--- config.mk ---
export PLATFORM = sky130hd
export DESIGN_NAME = pwm_capture
export DESIGN_NICKNAME = d
export VERILOG_FILES = /design/src/rtl/pwm_capture.sv
export SDC_FILE = /design/constraint.sdc
export NUM_CORES = 1
export LEC_CHECK = 0
export ABC_AREA = 1
export BUFFER_PORTS_ARGS = -buffer_cell sky130_fd_sc_hd__buf_2
export CAP_MARGIN = 10
export CELL_PAD_IN_SITES_DETAIL_PLACEMENT = 0
export CELL_PAD_IN_SITES_GLOBAL_PLACEMENT = 1
export CORE_MARGIN = 4
export CORE_UTILIZATION = 50
export CTS_BUF_LIST = sky130_fd_sc_hd__clkbuf_4
export CTS_CLUSTER_DIAMETER = 80
export DETAILED_ROUTE_END_ITERATION = 8
export PLACE_DENSITY_LB_ADDON = 0.1
export SLEW_MARGIN = 20
export SYNTH_ARGS = -nofsm -noshare
export SYNTH_HDL_FRONTEND = slang
export SYNTH_SLANG_ARGS = --single-unit
--- constraint.sdc ---
create_clock -name CLK -period 2.44 [get_ports CLK]
set_input_delay 0 -clock CLK [delete_from_list [all_inputs] [get_ports CLK]]
set_output_delay 0 -clock CLK [all_outputs]
set_load 0.02 [all_outputs]
--- src/rtl/pwm_capture.sv ---
// PWM pulse-width/period capture with stuck-input timeout.
// Measures high time and rise-to-rise period of an asynchronous PWM input.
module pwm_capture #(
  parameter int CNT_W       = 16,
  parameter int TIMEOUT_CYC = 1024
) (
  input  logic             CLK,
  input  logic             RST_N,
  input  logic             PWM_IN,
  output logic [CNT_W-1:0] HIGH_CNT,
  output logic [CNT_W-1:0] PERIOD_CNT,
  output logic [7:0]       DUTY_CYCLE,
  output logic             VALID,
  output logic             TIMEOUT
);

  localparam int EW = $clog2(TIMEOUT_CYC + 1);
  localparam logic [CNT_W-1:0] CNT_MAX   = '1;
  localparam logic [CNT_W-1:0] CNT_ONE   = CNT_W'(1);
  localparam logic [EW-1:0]    EDGE_LAST = EW'(TIMEOUT_CYC - 1);
  localparam logic [EW-1:0]    EDGE_TOP  = EW'(TIMEOUT_CYC);

  typedef enum logic [1:0] {
    S_IDLE,
    S_HIGH,
    S_LOW
  } state_t;

  function automatic logic [CNT_W-1:0] sat_inc(input logic [CNT_W-1:0] x);
    if (x == CNT_MAX) return x;
    else              return x + CNT_ONE;
  endfunction

  function automatic logic [7:0] duty_of(input logic [CNT_W-1:0] x);
    if (x > CNT_W'(255)) return 8'hFF;
    else                 return x[7:0];
  endfunction

  logic [1:0]       rst_sync_q;
  logic             run;
  logic [1:0]       sync_q;
  logic             dly_q;
  logic             rise_q, fall_q;
  logic             rise_d, fall_d;
  state_t           state_q, state_d;
  logic [CNT_W-1:0] hi_q, hi_d;
  logic [CNT_W-1:0] per_q, per_d;
  logic [CNT_W-1:0] shadow_q, shadow_d;
  logic [EW-1:0]    edge_q, edge_d;
  logic [CNT_W-1:0] high_cnt_q, high_cnt_d;
  logic [CNT_W-1:0] period_cnt_q, period_cnt_d;
  logic [7:0]       duty_q, duty_d;
  logic             valid_q, valid_d;
  logic             timeout_q, timeout_d;
  logic             tmo_fire;

  // Reset release is retimed so counting starts on a clean clock boundary.
  always_ff @(posedge CLK or negedge RST_N) begin
    if (!RST_N) rst_sync_q <= 2'b00;
    else        rst_sync_q <= {rst_sync_q[0], 1'b1};
  end

  assign run = rst_sync_q[1];

  assign rise_d = sync_q[1] & ~dly_q;
  assign fall_d = ~sync_q[1] & dly_q;

  // A strobe in the same cycle always wins over the timeout.
  assign tmo_fire = !rise_q && !fall_q && !timeout_q && (edge_q == EDGE_LAST);

  always_comb begin
    state_d      = state_q;
    hi_d         = hi_q;
    per_d        = per_q;
    shadow_d     = shadow_q;
    high_cnt_d   = high_cnt_q;
    period_cnt_d = period_cnt_q;
    duty_d       = duty_q;
    valid_d      = 1'b0;
    timeout_d    = timeout_q;

    if (rise_q || fall_q)   edge_d = '0;
    else if (edge_q == EDGE_TOP) edge_d = edge_q;
    else                    edge_d = edge_q + EW'(1);

    if (rise_q) timeout_d = 1'b0;

    case (state_q)
      S_IDLE: begin
        if (rise_q) begin
          hi_d    = CNT_ONE;
          per_d   = CNT_ONE;
          state_d = S_HIGH;
        end
      end
      S_HIGH: begin
        hi_d  = sat_inc(hi_q);
        per_d = sat_inc(per_q);
        if (fall_q) begin
          shadow_d = hi_q;
          state_d  = S_LOW;
        end
      end
      S_LOW: begin
        per_d = sat_inc(per_q);
        if (rise_q) begin
          high_cnt_d   = shadow_q;
          period_cnt_d = per_q;
          duty_d       = duty_of(shadow_q);
          valid_d      = 1'b1;
          hi_d         = CNT_ONE;
          per_d        = CNT_ONE;
          state_d      = S_HIGH;
        end
      end
      default: state_d = S_IDLE;
    endcase

    if (tmo_fire) begin
      state_d   = S_IDLE;
      timeout_d = 1'b1;
      valid_d   = 1'b1;
      duty_d    = sync_q[1] ? 8'hFF : 8'h00;
    end
  end

  always_ff @(posedge CLK or negedge RST_N) begin
    if (!RST_N) begin
      sync_q       <= 2'b00;
      dly_q        <= 1'b0;
      rise_q       <= 1'b0;
      fall_q       <= 1'b0;
      state_q      <= S_IDLE;
      hi_q         <= '0;
      per_q        <= '0;
      shadow_q     <= '0;
      edge_q       <= '0;
      high_cnt_q   <= '0;
      period_cnt_q <= '0;
      duty_q       <= 8'h00;
      valid_q      <= 1'b0;
      timeout_q    <= 1'b0;
    end else if (run) begin
      sync_q       <= {sync_q[0], PWM_IN};
      dly_q        <= sync_q[1];
      rise_q       <= rise_d;
      fall_q       <= fall_d;
      state_q      <= state_d;
      hi_q         <= hi_d;
      per_q        <= per_d;
      shadow_q     <= shadow_d;
      edge_q       <= edge_d;
      high_cnt_q   <= high_cnt_d;
      period_cnt_q <= period_cnt_d;
      duty_q       <= duty_d;
      valid_q      <= valid_d;
      timeout_q    <= timeout_d;
    end
  end

  assign HIGH_CNT   = high_cnt_q;
  assign PERIOD_CNT = period_cnt_q;
  assign DUTY_CYCLE = duty_q;
  assign VALID      = valid_q;
  assign TIMEOUT    = timeout_q;

endmodule
## Word level (Yosys, flattened, before mapping)

Index checks and enable logic that the tools add are counted.

- Register bits after elaboration: 110
- Input port bits: 3
- Logic and storage cells: 78

- Add/subtract/negate cells: 3
- $lt $le $gt $ge: 1
- Equal/unequal tests: 12
- Mux-type cells: 22
- Bitwise gates (word level): 4
- Reduce and logical (&&, ||, !) cells: 21

Operators by type and width:

| cell | number |
|---|---|
| $mux W16 | 4 |
| $pmux W16 S3 | 1 |
| $mux W8 | 5 |
| $add A16 B1 Y16 const B | 2 |
| $eq A16 B16 Y1 const B | 2 |
| $pmux W16 S2 | 1 |
| $mux W11 | 2 |
| $gt A16 B8 Y1 const B | 1 |
| $reduce_and A3 Y1 | 5 |
| $add A11 B1 Y11 const B | 1 |
| $eq A11 B10 Y1 const B | 1 |
| $eq A11 B11 Y1 const B | 1 |
| $mux W2 | 3 |
| $ne A2 B2 Y1 const B | 3 |
| $reduce_bool A2 Y1 | 3 |
| $mux W1 | 5 |
| $pmux W2 S2 | 1 |
| $reduce_and A2 Y1 | 2 |
| $reduce_and A4 Y1 | 1 |
| $logic_and A1 B1 Y1 | 3 |
| $logic_not A1 Y1 | 3 |
| $ne A3 B1 Y1 const B | 1 |
| $ne A3 B3 Y1 const B | 1 |
| $reduce_bool A3 Y1 | 1 |
| other kinds (8) | 10 |

## Logic depth before layout (Yosys ltp)

Gate-level depths: netlist of run 1.

- Depth after elaboration: 6
- Mapped depth: 11
- Gate-level depth less buffers: 11

## Least setup slack after synthesis of run 1

Ideal clock, no wire load.

- Path kind: register to register
- Start: register state_q[0]
- End: register per_q[1]
- Library setup time: 0.094 ns
- Arrival: 1.571 ns
- Setup slack: 0.775 ns
- Cell stages (with the launch flop): 9
- Period minus slack after synthesis: 1.665 ns
- Cells stage by stage: dfrtp_1 inv_1 ha_1 inv_1 nor2_1 o21ai_0 nand2_1 inv_1 a211oi_1

- Word-level cells in the longest chain between the ends: 3
- Elaborated cells between the ends (all ways): 7

RTL lines:

| what | RTL line | RTL |
|---|---|---|
| from (decl) | 45 | `state_t state_q, state_d;` |
| from (signal assigned) | 148 | `state_q <= state_d;` |
| $eq A2 B2 Y1, or another cell as far along | 88 | `case (state_q)` |
| $reduce_bool A3 Y1 (no source line) or $ne A2 B2 Y1 (tied branches) | - |  |
| $reduce_and A3 Y1 (no source line) | - |  |
| to (signal assigned) | 150 | `per_q <= per_d;` |
| to (decl) | 47 | `logic [CNT_W-1:0] per_q, per_d;` |

Parallel ways exist; a longest one is shown, timed or not.
A chain may end at the register's enable or synchronous reset.

## Worst setup path after layout of run 1

- Start: register state_q[0]
- End: register period_cnt_q[15] (netlist: PERIOD_CNT[15])

- Word-level cells in the longest chain between the ends: 2

RTL lines:

| what | RTL line | RTL |
|---|---|---|
| $eq A2 B2 Y1 | 88 |  |
| $reduce_and A3 Y1 (no source line) | - |  |
| to (signal assigned) | 154 | `period_cnt_q <= period_cnt_d;` |
| to (decl) | 51 | `logic [CNT_W-1:0] period_cnt_q, period_cnt_d;` |

Every way passes these cells.

==> key figures, run 1 <==
Outcome
  – Outcome: complete, no violations

Placed design
  – Dpl hpwl: just under 9000 um
  – DP Worst Slack: roughly 0.44 ns
  – IO buf count: 44
  – GPL Wtd Cong: 0.866

Final layout
  – Antenna diode count: 0
  – Share of layout cells above drive strength 1: 13.2%
  – Finished Core Util: 57.3%
  – Final net count: 749
  – Synth-to-layout area growth: 9.96%
  – Fillers: approximately 1,000

Power
  – Int Power: between 2 and 3 mW
  – Switching power summed over all nets: approximately 1.6 mW
  – Sw frac: 37.5%
  – Comb pwr share: between 20% and 30%
  – Pleak: 3.00 nW
  – Clk network pwr share: between 20% and 30%
  – P per Cell Area: 729 nW/um^2
  – Power consumption: 4.39 mW
  – Peak supply drop: 0.329 mV
  – Sequential share of power: between 50% and 60%

Logic synthesis
  – Post-Syn Area: 5480 um^2
  – Register area share after synthesis: 50.3%
  – Register bit total from synthesis: 110
  – Avg Inst Size Synth: 7.97 um^2
  – Netlist cell types: 35
  – Net Count, Synth: 699
  – Cells after synthesis: 687
  – Yosys Warn Count: 0

Worst setup path
  – Slowest stage delay, CP: between 0.4 and 0.5 ns
  – Delay-heaviest family, CP: buffers and inverters
  – CP bufs+invs: 4
  – Critical Path Source Type: flip-flop
  – Worst Path Required: between 2 and 3 ns
  – Slowest-stage cell, CP: dfrtp_1
  – CP most frequent cell: inv_1
  – Crit end category: flip-flop
  – Critical path class: reg -> reg
  – Crit-path cells: inv_1 > ha_1 > inv_1 > nor3_4 > inv_2 > buf_4 > nand2_1 > o21ai_0
  – Crit-path max FO: 46
  – Arr. time, crit path: 2.37 ns

Clocking
  – Max clock buf depth: 2
  – Worst-Skew Late Latency: 0.50 ns
  – Worst-path clk slew: roughly 0.19 ns
  – TritonCTS buffer count: 9
  – TritonCTS clock tree: done
  – Clk sinks: 110
  – H-tree Lvls: 3
  – CTS root buffer: clkbuf_4

Timing
  – Period Utilization, post-route: 81.4%
  – Least-Margin Pin Slew: 0.654 ns
  – Final setup vio count: 0
  – Final Max Tran Viols: 0
  – Max Freq: 503 MHz
  – Tmin final: 1.99 ns
  – Fin worst setup slack: 0.454 ns
  – Final hold violation count: 0
  – Clock skew: 0.0251 ns
  – Setup_tns: 0 ns
  – RSZ-0062 raised after global routing: false
  – Max-slew headroom: 56.3%

GRT
  – Vias in the first global route: 4,473
  – GR Overflow Total: 0
  – Global-route wire length before repair: 21,200 um
  – Largest net degree at the start of global routing: 47
  – Initial antenna violation count: 0
  – GRT Resource Usage Total: 20.4%

Route
  – DRC: 0
  – DR iter-0 viols: 177
  – Drt wl/cell: 13.6 um
  – DR vias: 4,517
  – 1st-pass router iterations: 5
  – Post-DR vias/cell: 5.14
  – Final Routed Wirelength: 12,000 um
  – Post-route ant nets: 0

Floorplanning
  – I/O pins: 45
  – Die area: 12,700 um^2
  – Placement row count: 37
  – Initial Util: 52.1%
  – Core Box Area: between 10,000 and 15,000 um^2
  – Height of the die: 113 um
  – Die X: between 100 and 150 um

Min path
  – Hold Path Class: in -> async

Flow run
  – Max Cap Viol: 0
-- layout by cell type, fill, tap and decap left out, drive strengths merged, types with 2 or more instances in the layout --
master       synthesis  routed
o21ai               85      85
a21oi                5       5
nor3                18      18
nor4                 4       4
clkinv               0       3
nand2              222     222
dlygate4sd3          0       2
o211ai               3       3
inv                 74      76
buf                  9      57
clkbuf              11       9
ha                   9       9
nand3               54      54
nor2                46      46
nand4               20      20
dfrtp              110     110
or2                  3       3
xor2                 9       9
-- flip-flops by register name, summed over array words and instances (netlist names), 2 cells and up --
register and count:
DUTY_CYCLE 8, HIGH_CNT 16, PERIOD_CNT 16, edge_q 11
hi_q 16, per_q 16, rst_sync_q 2, shadow_q 16
state_q 2, sync_q 2
-- worst reg2reg max path: stages, from the launching register on --
cell	delay, ns
dfrtp_1	0.46
inv_1	0.12
ha_1	0.19
inv_1	0.09
nor3_4	0.26
inv_2	0.34
buf_4	0.28
nand2_1	0.06
o21ai_0	0.07
-- metal layers --
layer	part of all wire (%)	wire, um	track usage, %
met1	45	5440	26.3
met2	51	6050	35.1
met3	2.4	289	2.70
met4	1.6	196	7.13
met5	0	0	0
-- per-stage QoR --
stage,hold slack [ns],instance area [um^2],instances
2_1_floorplan,-0.296,5480,687
3_3_place_gp,0.0330,5850,860
3_5_place_dp,0.0381,5850,860
5_1_grt,0.0515,6020,878
4_1_cts,0.0298,6020,878
6_report,0.0153,6020,878
-- synth_stat cells --
cell type	instances	share of area [%]
nand3_1	54	4.9
o211ai_1	3	0.41
or2_2	3	0.34
nor3b_1	1	0.14
nand2_1	220	15
clkbuf_1	10	0.69
nor4_4	1	0.39
nor3_1	16	1.5
dfrtp_1	110	50
o21ai_4	1	0.30
buf_2	2	0.18
o21ai_2	2	0.32
nand2_2	1	0.11
conb_1	1	0.068
inv_2	6	0.41
clkbuf_2	1	0.091
o22ai_1	1	0.11
inv_1	68	4.7
a21oi_1	4	0.37
nand2_4	1	0.21
nor2_1	39	2.7
o21ai_0	67	6.1
buf_6	3	0.62
a31oi_1	1	0.11
nor2_2	5	0.57
a211oi_1	1	0.14
buf_4	4	0.55
ha_1	9	2.1
a21oi_2	1	0.16
xor2_1	9	1.4
nor2_4	2	0.41
o21ai_1	15	1.4
nor4_1	3	0.34
nor3_4	2	0.59
nand4_1	20	2.3
-- layout make-up --
class	instances	area [um^2]	area share (%)
flip-flops and latches	110	2750	45.7
clock buffers	9	67.6	1.12
repair buffers	59	340	5.65
multi-input cells	483	2330	38.7
well taps	136	170	2.83
inverters	74	278	4.61
clock inverters	7	83.8	1.39
-- final timing paths --
check	slack, ns	cells after the start	to	start
min in group CLK	0.23	4	sync_q[0]	PWM_IN
max	0.45	8	PERIOD_CNT[15]	state_q[0]
min reg2reg	0.37	0	rst_sync_q[1]	rst_sync_q[0]
min	0.02	2	per_q[13]	RST_N
max reg2reg	0.45	8	PERIOD_CNT[15]	state_q[0]
max in group asynchronous	1.68	3	hi_q[4]	RST_N
-- what timing repair did --
action                                 CTS  global route
hold buffers                             2             0
resized for setup                        0             0
endpoints found under the hold margin   51             0
buffers inserted                         0             0
-- logic make-up after synthesis --
| kind of cell | synth area share (%) |
|---|---|
| simple gates | 29.5 |
| compound gates | 9.42 |
| xor+xnor | 1.44 |
| other cells | 0.0685 |
| fa+ha+maj | 2.06 |
| flops | 50.3 |
| buf+inv | 7.20 |
-- power groups by stage --
stage	clock (mW)	combinational (mW)	sequential (mW)
3_3_place_gp	0	1.20	2.23
6_report	0.993	1.20	2.20
3_5_place_dp	0	1.21	2.23
2_1_floorplan	0	0.755	2.30
4_1_cts	1.01	1.22	2.20
5_1_grt	1.08	1.38	2.24
Power figures use the tool's default switching activity.
==> run 2, diff against run 1 <==
--- a/config.mk
+++ b/config.mk
@@ -11,7 +11,7 @@
 export CELL_PAD_IN_SITES_DETAIL_PLACEMENT = 0
 export CELL_PAD_IN_SITES_GLOBAL_PLACEMENT = 1
 export CORE_MARGIN = 4
-export CORE_UTILIZATION = 50
+export CORE_UTILIZATION = 46
 export CTS_BUF_LIST = sky130_fd_sc_hd__clkbuf_4
 export CTS_CLUSTER_DIAMETER = 80
 export DETAILED_ROUTE_END_ITERATION = 8
==> constraint.sdc (replaced) <==
create_clock -name CLK -period 1.95 [get_ports CLK]
set_input_delay 0 -clock CLK [delete_from_list [all_inputs] [get_ports CLK]]
set_output_delay 0 -clock CLK [all_outputs]
set_load 0.02 [all_outputs]
==> run 2 against run 1 <==
Compared with the run above:
- global-route usage fell by 1.1 points
- setup slack got worse by 0.29 ns
- final area rose by 2.8%
- clock power rose by 27%
- final cell count rose by 1.9%
- worst hold slack improved by 0.022 ns
- via count fell by 0.27%
- core utilization fell by 3.6 points
- sequential share of layout area fell by 1.2 points
- combinational power rose by 37%
- largest power group unchanged
==> key figures, run 2 (synthesis results as in run 1) <==
Outcome
  – Outcome: complete, no violations

Worst setup path
  – Slowest-stage cell, CP: dfrtp_1
  – Worst Path Required: 2.34 ns (-0.49 ns)
  – Slowest stage delay, CP: 0.43 ns (-0.03 ns)
  – Crit-path max FO: 10 (-78%)
  – Critical path class: reg -> reg
  – Critical Path Source Type: flip-flop
  – Arr. time, crit path: 2.18 ns (-0.19 ns)
  – CP most frequent cell: nand2_1
  – Crit end category: flip-flop
  – Crit-path cells: ha_1 > nand3_1 > nor2_2 > nand2_1 > nor2_1 > nand2_1 > nand2_4 > buf_4 > o21ai_0

Placed design
  – GPL Wtd Cong: 0.823 (-5.0%)
  – Placed cell count: 875 (+1.7%)
  – IO buf count: 44 (unchanged)
  – Placed cell area: 5970 um^2 (+2.0%)
  – Dpl hpwl: 8840 um (-0.71%)

Clocking
  – Worst-Skew Late Latency: 0.49 ns (about the same)
  – H-tree Lvls: 3 (unchanged)
  – Worst-path clk slew: 0.16 ns (-0.03 ns)
  – Clk sinks: 110 (unchanged)
  – Max clock buf depth: 2 (unchanged)
  – TritonCTS clock tree: done
  – TritonCTS buffer count: 9 (unchanged)
  – CTS root buffer: clkbuf_4

Final layout
  – Most frequent cells in the layout: 219 x nand2_1, 109 x dfrtp_1, 66 x inv_1
  – Fillers: 1,097 (+12%)
  – Antenna diode count: 0 (unchanged)
  – Share of layout cells above drive strength 1: 15.0% (+1.8 points)
  – Synth-to-layout area growth: 13.0%
  – Area of the multi-input gates: 2340 um^2 (+0.59%)
  – Reg area: 2750 um^2 (about the same)
  – Post-Layout Cell Count: 895 (+1.9%)
  – Most common cell after layout, fill and taps aside: nand2_1
  – Final net count: 760 (+1.5%)
  – Design Area, Final: 6190 um^2 (+2.8%)

GRT
  – Global-route wire length before repair: 20,700 um (-2.1%)
  – GRT busiest layer: met2
  – M3 GR Usage: 4.94% (+2.2 points)
  – Largest net degree at the start of global routing: 46 (-2.1%)
  – GRT Resource Usage Total: 19.3% (-1.1 points)
  – Vias in the first global route: 4,205 (-6.0%)
  – Met1 Resource Use GR: 26.8% (+0.48 points)
  – Initial antenna violation count: 0 (unchanged)
  – GR Overflow Total: 0 (unchanged)
  – Met2 Use GR: 30.5% (-4.6 points)

Timing
  – Final setup vio count: 0 (unchanged)
  – Clock skew: 0.0187 ns (-0.00640 ns)
  – RSZ-0062 raised after global routing: false
  – Max Freq: 560 MHz (+11%)
  – Period Utilization, post-route: 91.6% (+10 points)
  – Least-Margin Pin Slew: 0.506 ns (-0.148 ns)
  – Tmin final: 1.79 ns (-0.201 ns)
  – Max-slew headroom: 66.0% (+9.7 points)
  – Final hold violation count: 0 (unchanged)
  – Final Max Tran Viols: 0 (unchanged)
  – Setup_tns: 0 ns (unchanged)

Route
  – DR iter-0 viols: 345 (+95%)
  – Post-route ant nets: 0 (unchanged)
  – DRC: 0 (unchanged)
  – DR vias: 4,505 (-0.27%)
  – 1st-pass router iterations: 5 (unchanged)
  – Post-DR vias/cell: 5.03 (-2.2%)
  – Final Routed Wirelength: 12,200 um (+2.1%)
  – Drt wl/cell: 13.7 um (+0.20%)

Floorplanning
  – Core Box Area: 11,500 um^2 (+9.6%)
  – Initial Util: 47.5% (-4.6 points)
  – I/O pins: 45 (unchanged)
  – Die X: 117 um (+4.0%)
  – Placement row count: 39 (+5.4%)
  – Die area: 13,700 um^2 (+8.1%)
  – Height of the die: 117 um (+4.0%)

Power
  – Switching power summed over all nets: 1.99 mW (+21%)
  – P per Cell Area: 910 nW/um^2 (+25%)
  – Pleak: 3.09 nW (+3.2%)
  – Comb pwr share: 29.1% (+1.8 points)
  – Clk network pwr share: 22.4% (-0.2 points)
  – Int Power: 3.64 mW (+33%)
  – Peak supply drop: 0.477 mV (+45%)
  – Sequential share of power: 48.6% (-1.5 points)
  – Sw frac: 35.4% (-2.1 points)

Flow run
  – Max Cap Viol: 0 (unchanged)

Min path
  – Hold Path Class: in -> async
-- run 2: changes by cell type in the layout (fill, tap and decap cells not counted), sizes merged --
cell      previous run  this run
buf                 57        68
bufinv               1         2
clkbuf               9        10
clkinvlp             1         0
inv                 76        74
-- run 2: path summary, 6_finish.rpt --
check                      slack [ns]       endpoint  cells past startpoint           from
setup / recovery                 0.16       hi_q[12]                      9        hi_q[1]
hold / removal                   0.04      edge_q[8]                      3          RST_N
setup reg to reg                 0.16       hi_q[12]                      9        hi_q[1]
hold reg to reg                  0.36  rst_sync_q[1]                      0  rst_sync_q[0]
max in group asynchronous        1.66   HIGH_CNT[10]                      3          RST_N
min in group CLK                 0.26      sync_q[0]                      4         PWM_IN
-- run 2: cell type report --
cell class	count	share of cell area (%)
inverter	74	4.49
sequential	110	44.5
timing repair buffer	70	7.84
tap	143	2.89
clock buffer	10	1.21
multi-input combinational	483	37.8
clock inverter	5	1.21
-- run 2: power groups by stage --
| stage | Combinational [mW] | Clock, mW | Sequential, mW |
|---|---|---|---|
| global placement | 1.60 | 0 | 2.77 |
| detailed placement | 1.62 | 0 | 2.77 |
| floorplan | 0.944 | 0 | 2.88 |
| finish | 1.64 | 1.26 | 2.73 |
| CTS | 1.63 | 1.31 | 2.73 |
| global route | 1.88 | 1.39 | 2.78 |
-- run 2: layer usage --
layer,share of wire (%),wire length (um),vias up
met5,0,0,-
met4,0.92,112,0
met3,4.6,565,8
met2,45,5450,78
met1,50,6100,2083
li1,-,-,2336
-- run 2: through the flow --
step | util (%) | hold WS, ns | power [mW] | setup WS (ns)
2_1_floorplan | - | -0.296 | 3.82 | 0.285
3_3_place_gp | 51.8 | -0.0393 | 4.37 | 0.185
3_5_place_dp | 51.8 | -0.0341 | 4.39 | 0.154
4_1_cts | 53.5 | 0.0117 | 5.68 | 0.105
5_1_grt | 53.7 | 0.0116 | 6.04 | 0.0100
6_report | 53.7 | 0.0369 | 5.63 | 0.164
-- run 2: repair_timing --
action	4_1_cts	5_1_grt
resized for setup	0	8
setup buffers	0	2
setup endpoints to repair	0	29
hold buffers	3	0
endpoints found under the hold margin	111	0
-- run 2: worst max-delay path, delay by kind of cell, from the launching register on --
kind,cells,cell delay [ns]
DFF,1,0.43
AOI/OAI and AO/OA,1,0.10
and+or+nand+nor,6,0.71
adders and majority gates,1,0.28
buffers and inverters,1,0.17
==> run 3, diff against run 2 <==
--- a/config.mk
+++ b/config.mk
@@ -11,7 +11,7 @@
 export CELL_PAD_IN_SITES_DETAIL_PLACEMENT = 0
 export CELL_PAD_IN_SITES_GLOBAL_PLACEMENT = 1
 export CORE_MARGIN = 4
-export CORE_UTILIZATION = 46
+export CORE_UTILIZATION = 45
 export CTS_BUF_LIST = sky130_fd_sc_hd__clkbuf_4
 export CTS_CLUSTER_DIAMETER = 80
 export DETAILED_ROUTE_END_ITERATION = 8
==> run 3 against run 2 <==
Compared with the run above:
- final area is 0.12% lower
- setup slack better by 0.0094 ns
- global-route usage is 0.74 points lower
- sequential power hardly changed
- routed wire length is 0.34% lower
- flip-flop and latch count stayed put
- total power is 1.5% higher
- critical path depth is 1 lower
==> key figures, run 3 (synthesis results as in run 1) <==
GRT
  – Initial antenna violation count: 0 (unchanged)
  – Largest net degree at the start of global routing: 62 (+35%)
  – GRT Resource Usage Total: 18.6% (-0.74 points)
  – GR Overflow Total: 0 (unchanged)
  – Vias in the first global route: 4,312 (+2.5%)
  – Global-route wire length before repair: 21,500 um (+3.6%)

Worst setup path
  – Critical Path Source Type: flip-flop
  – Crit-path max FO: 6 (-4)
  – Crit-path cells: ha_1 > nand3_1 > nor2_2 > nand4_1 > buf_4 > nand3_1 > nor2_1 > nor3b_1
  – Worst Path Required: 2.37 ns (+0.03 ns)
  – Slowest stage delay, CP: 0.45 ns (+0.02 ns)
  – Critical path class: reg -> reg
  – Slowest-stage cell, CP: dfrtp_2
  – Crit end category: flip-flop
  – Arr. time, crit path: 2.19 ns (about the same)
  – CP most frequent cell: nand3_1

Route
  – DR vias: 4,534 (+0.64%)
  – Post-DR vias/cell: 5.05 (+0.31%)
  – Post-route ant nets: 0 (unchanged)
  – DRC: 0 (unchanged)
  – DR iter-0 viols: 276 (-20%)
  – 1st-pass router iterations: 5 (unchanged)
  – Drt wl/cell: 13.6 um (-0.67%)
  – Final Routed Wirelength: 12,200 um (-0.34%)

Flow run
  – Max Cap Viol: 0 (unchanged)

Power
  – Peak supply drop: 0.358 mV (-25%)
  – P per Cell Area: 925 nW/um^2 (+1.7%)
  – Power consumption: 5.72 mW (+1.5%)
  – Pleak: 3.07 nW (-0.68%)

Final layout
  – Finished Core Util: 51.7% (-2.1 points)
  – Fillers: 1,166 (+6.3%)
  – Most frequent cells in the layout: 219 x nand2_1, 109 x dfrtp_1, 67 x inv_1
  – Synth-to-layout area growth: 12.9%
  – Share of layout cells above drive strength 1: 14.8% (-0.25 points)
  – Most common cell after layout, fill and taps aside: nand2_1
  – Antenna diode count: 0 (unchanged)
  – Final net count: 758 (-0.26%)

Floorplanning
  – Core Box Area: 12,000 um^2 (+3.9%)
  – Initial Util: 45.8% (-1.8 points)
  – Die area: 14,000 um^2 (+2.1%)
  – Die X: 118 um (+1.0%)
  – Placement row count: 40 (+2.6%)
  – Height of the die: 118 um (+1.0%)
  – I/O pins: 45 (unchanged)

Timing
  – Max Freq: 563 MHz (+0.53%)
  – Max-slew headroom: 63.9% (-2.1 points)
  – Period Utilization, post-route: 91.1% (-0.48 points)
  – Final Max Tran Viols: 0 (unchanged)
  – Tmin final: 1.78 ns (-0.00936 ns)
  – Final setup vio count: 0 (unchanged)
  – Clock skew: 0.0162 ns (-0.00248 ns)
  – Least-Margin Pin Slew: 0.541 ns (+0.0351 ns)
  – Final hold violation count: 0 (unchanged)
  – Setup_tns: 0 ns (unchanged)

Clocking
  – TritonCTS clock tree: done
  – CTS root buffer: clkbuf_4
  – Worst-Skew Late Latency: 0.49 ns (about the same)
  – Clk sinks: 110 (unchanged)
  – Max clock buf depth: 2 (unchanged)
  – TritonCTS buffer count: 9 (unchanged)
  – H-tree Lvls: 3 (unchanged)
  – Worst-path clk slew: 0.16 ns (about the same)

Outcome
  – Outcome: complete, no violations

Min path
  – Hold Path Class: in -> async

Placed design
  – IO buf count: 44 (unchanged)
  – Dpl hpwl: 9060 um (+2.5%)
  – GPL Wtd Cong: 0.885 (+7.6%)
run 3: per-layer routing:
layer	share of wire (%)	up-vias	global-route usage, %
li1	-	2337	-
met1	52	2097	28.5
met2	42	87	26.6
met3	4.3	13	2.63
met4	1.6	0	6.45
met5	0	-	0
run 3: metrics by stage:
step / std cells / hold WS [ns] / cell area, um^2 / setup WS, ns
2_1_floorplan: 687 / -0.296 / 5480 / 0.285
3_3_place_gp: 878 / 0.0128 / 5970 / 0.194
3_5_place_dp: 878 / 0.0246 / 5970 / 0.139
4_1_cts: 896 / 0.0114 / 6150 / 0.120
5_1_grt: 898 / 0.0543 / 6180 / -0.00172
6_report: 898 / 0.00319 / 6180 / 0.174
run 3: path summary, 6_finish.rpt:
check	start	end	slack, ns	cells after the start
max	per_q[0]	per_q[5]	0.17	8
min	RST_N	PERIOD_CNT[9]	0.003	2
max reg2reg	per_q[0]	per_q[5]	0.17	8
min reg2reg	rst_sync_q[0]	rst_sync_q[1]	0.37	0
max in group asynchronous	RST_N	shadow_q[3]	1.27	3
min in group CLK	PWM_IN	sync_q[0]	0.24	4
run 3: cell type report:
class	instances	area [um^2]	share of cell area, %
clock inverter	7	98.8	1.60
inverter	74	278	4.49
timing repair buffer	68	458	7.41
sequential	110	2750	44.6
clock buffer	9	67.6	1.09
tap	147	184	2.98
multi-input combinational	483	2340	37.9
run 3: power by group:
part / switching, mW / total, mW / internal (mW)
Clock: 0.792 / 1.31 / 0.520
Sequential: 0.195 / 2.74 / 2.54
Combinational: 1.08 / 1.66 / 0.587
Total: 2.06 / 5.72 / 3.65
run 3: critical path: cells and delay by family, from the launching register on:
kind                     cells  cell delay [ns]
adder cells (fa/ha/maj)      1             0.20
buffers and inverters        1             0.25
AND/OR/NAND/NOR              6             0.81
flip-flops                   1             0.45
run 3: timing repair:
item | in CTS | in global routing
endpoints found under the hold margin | 111 | 0
setup buffers | 0 | 2
endpoints found under the setup margin | 0 | 21
gates resized for setup | 0 | 6
hold buffers | 2 | 0
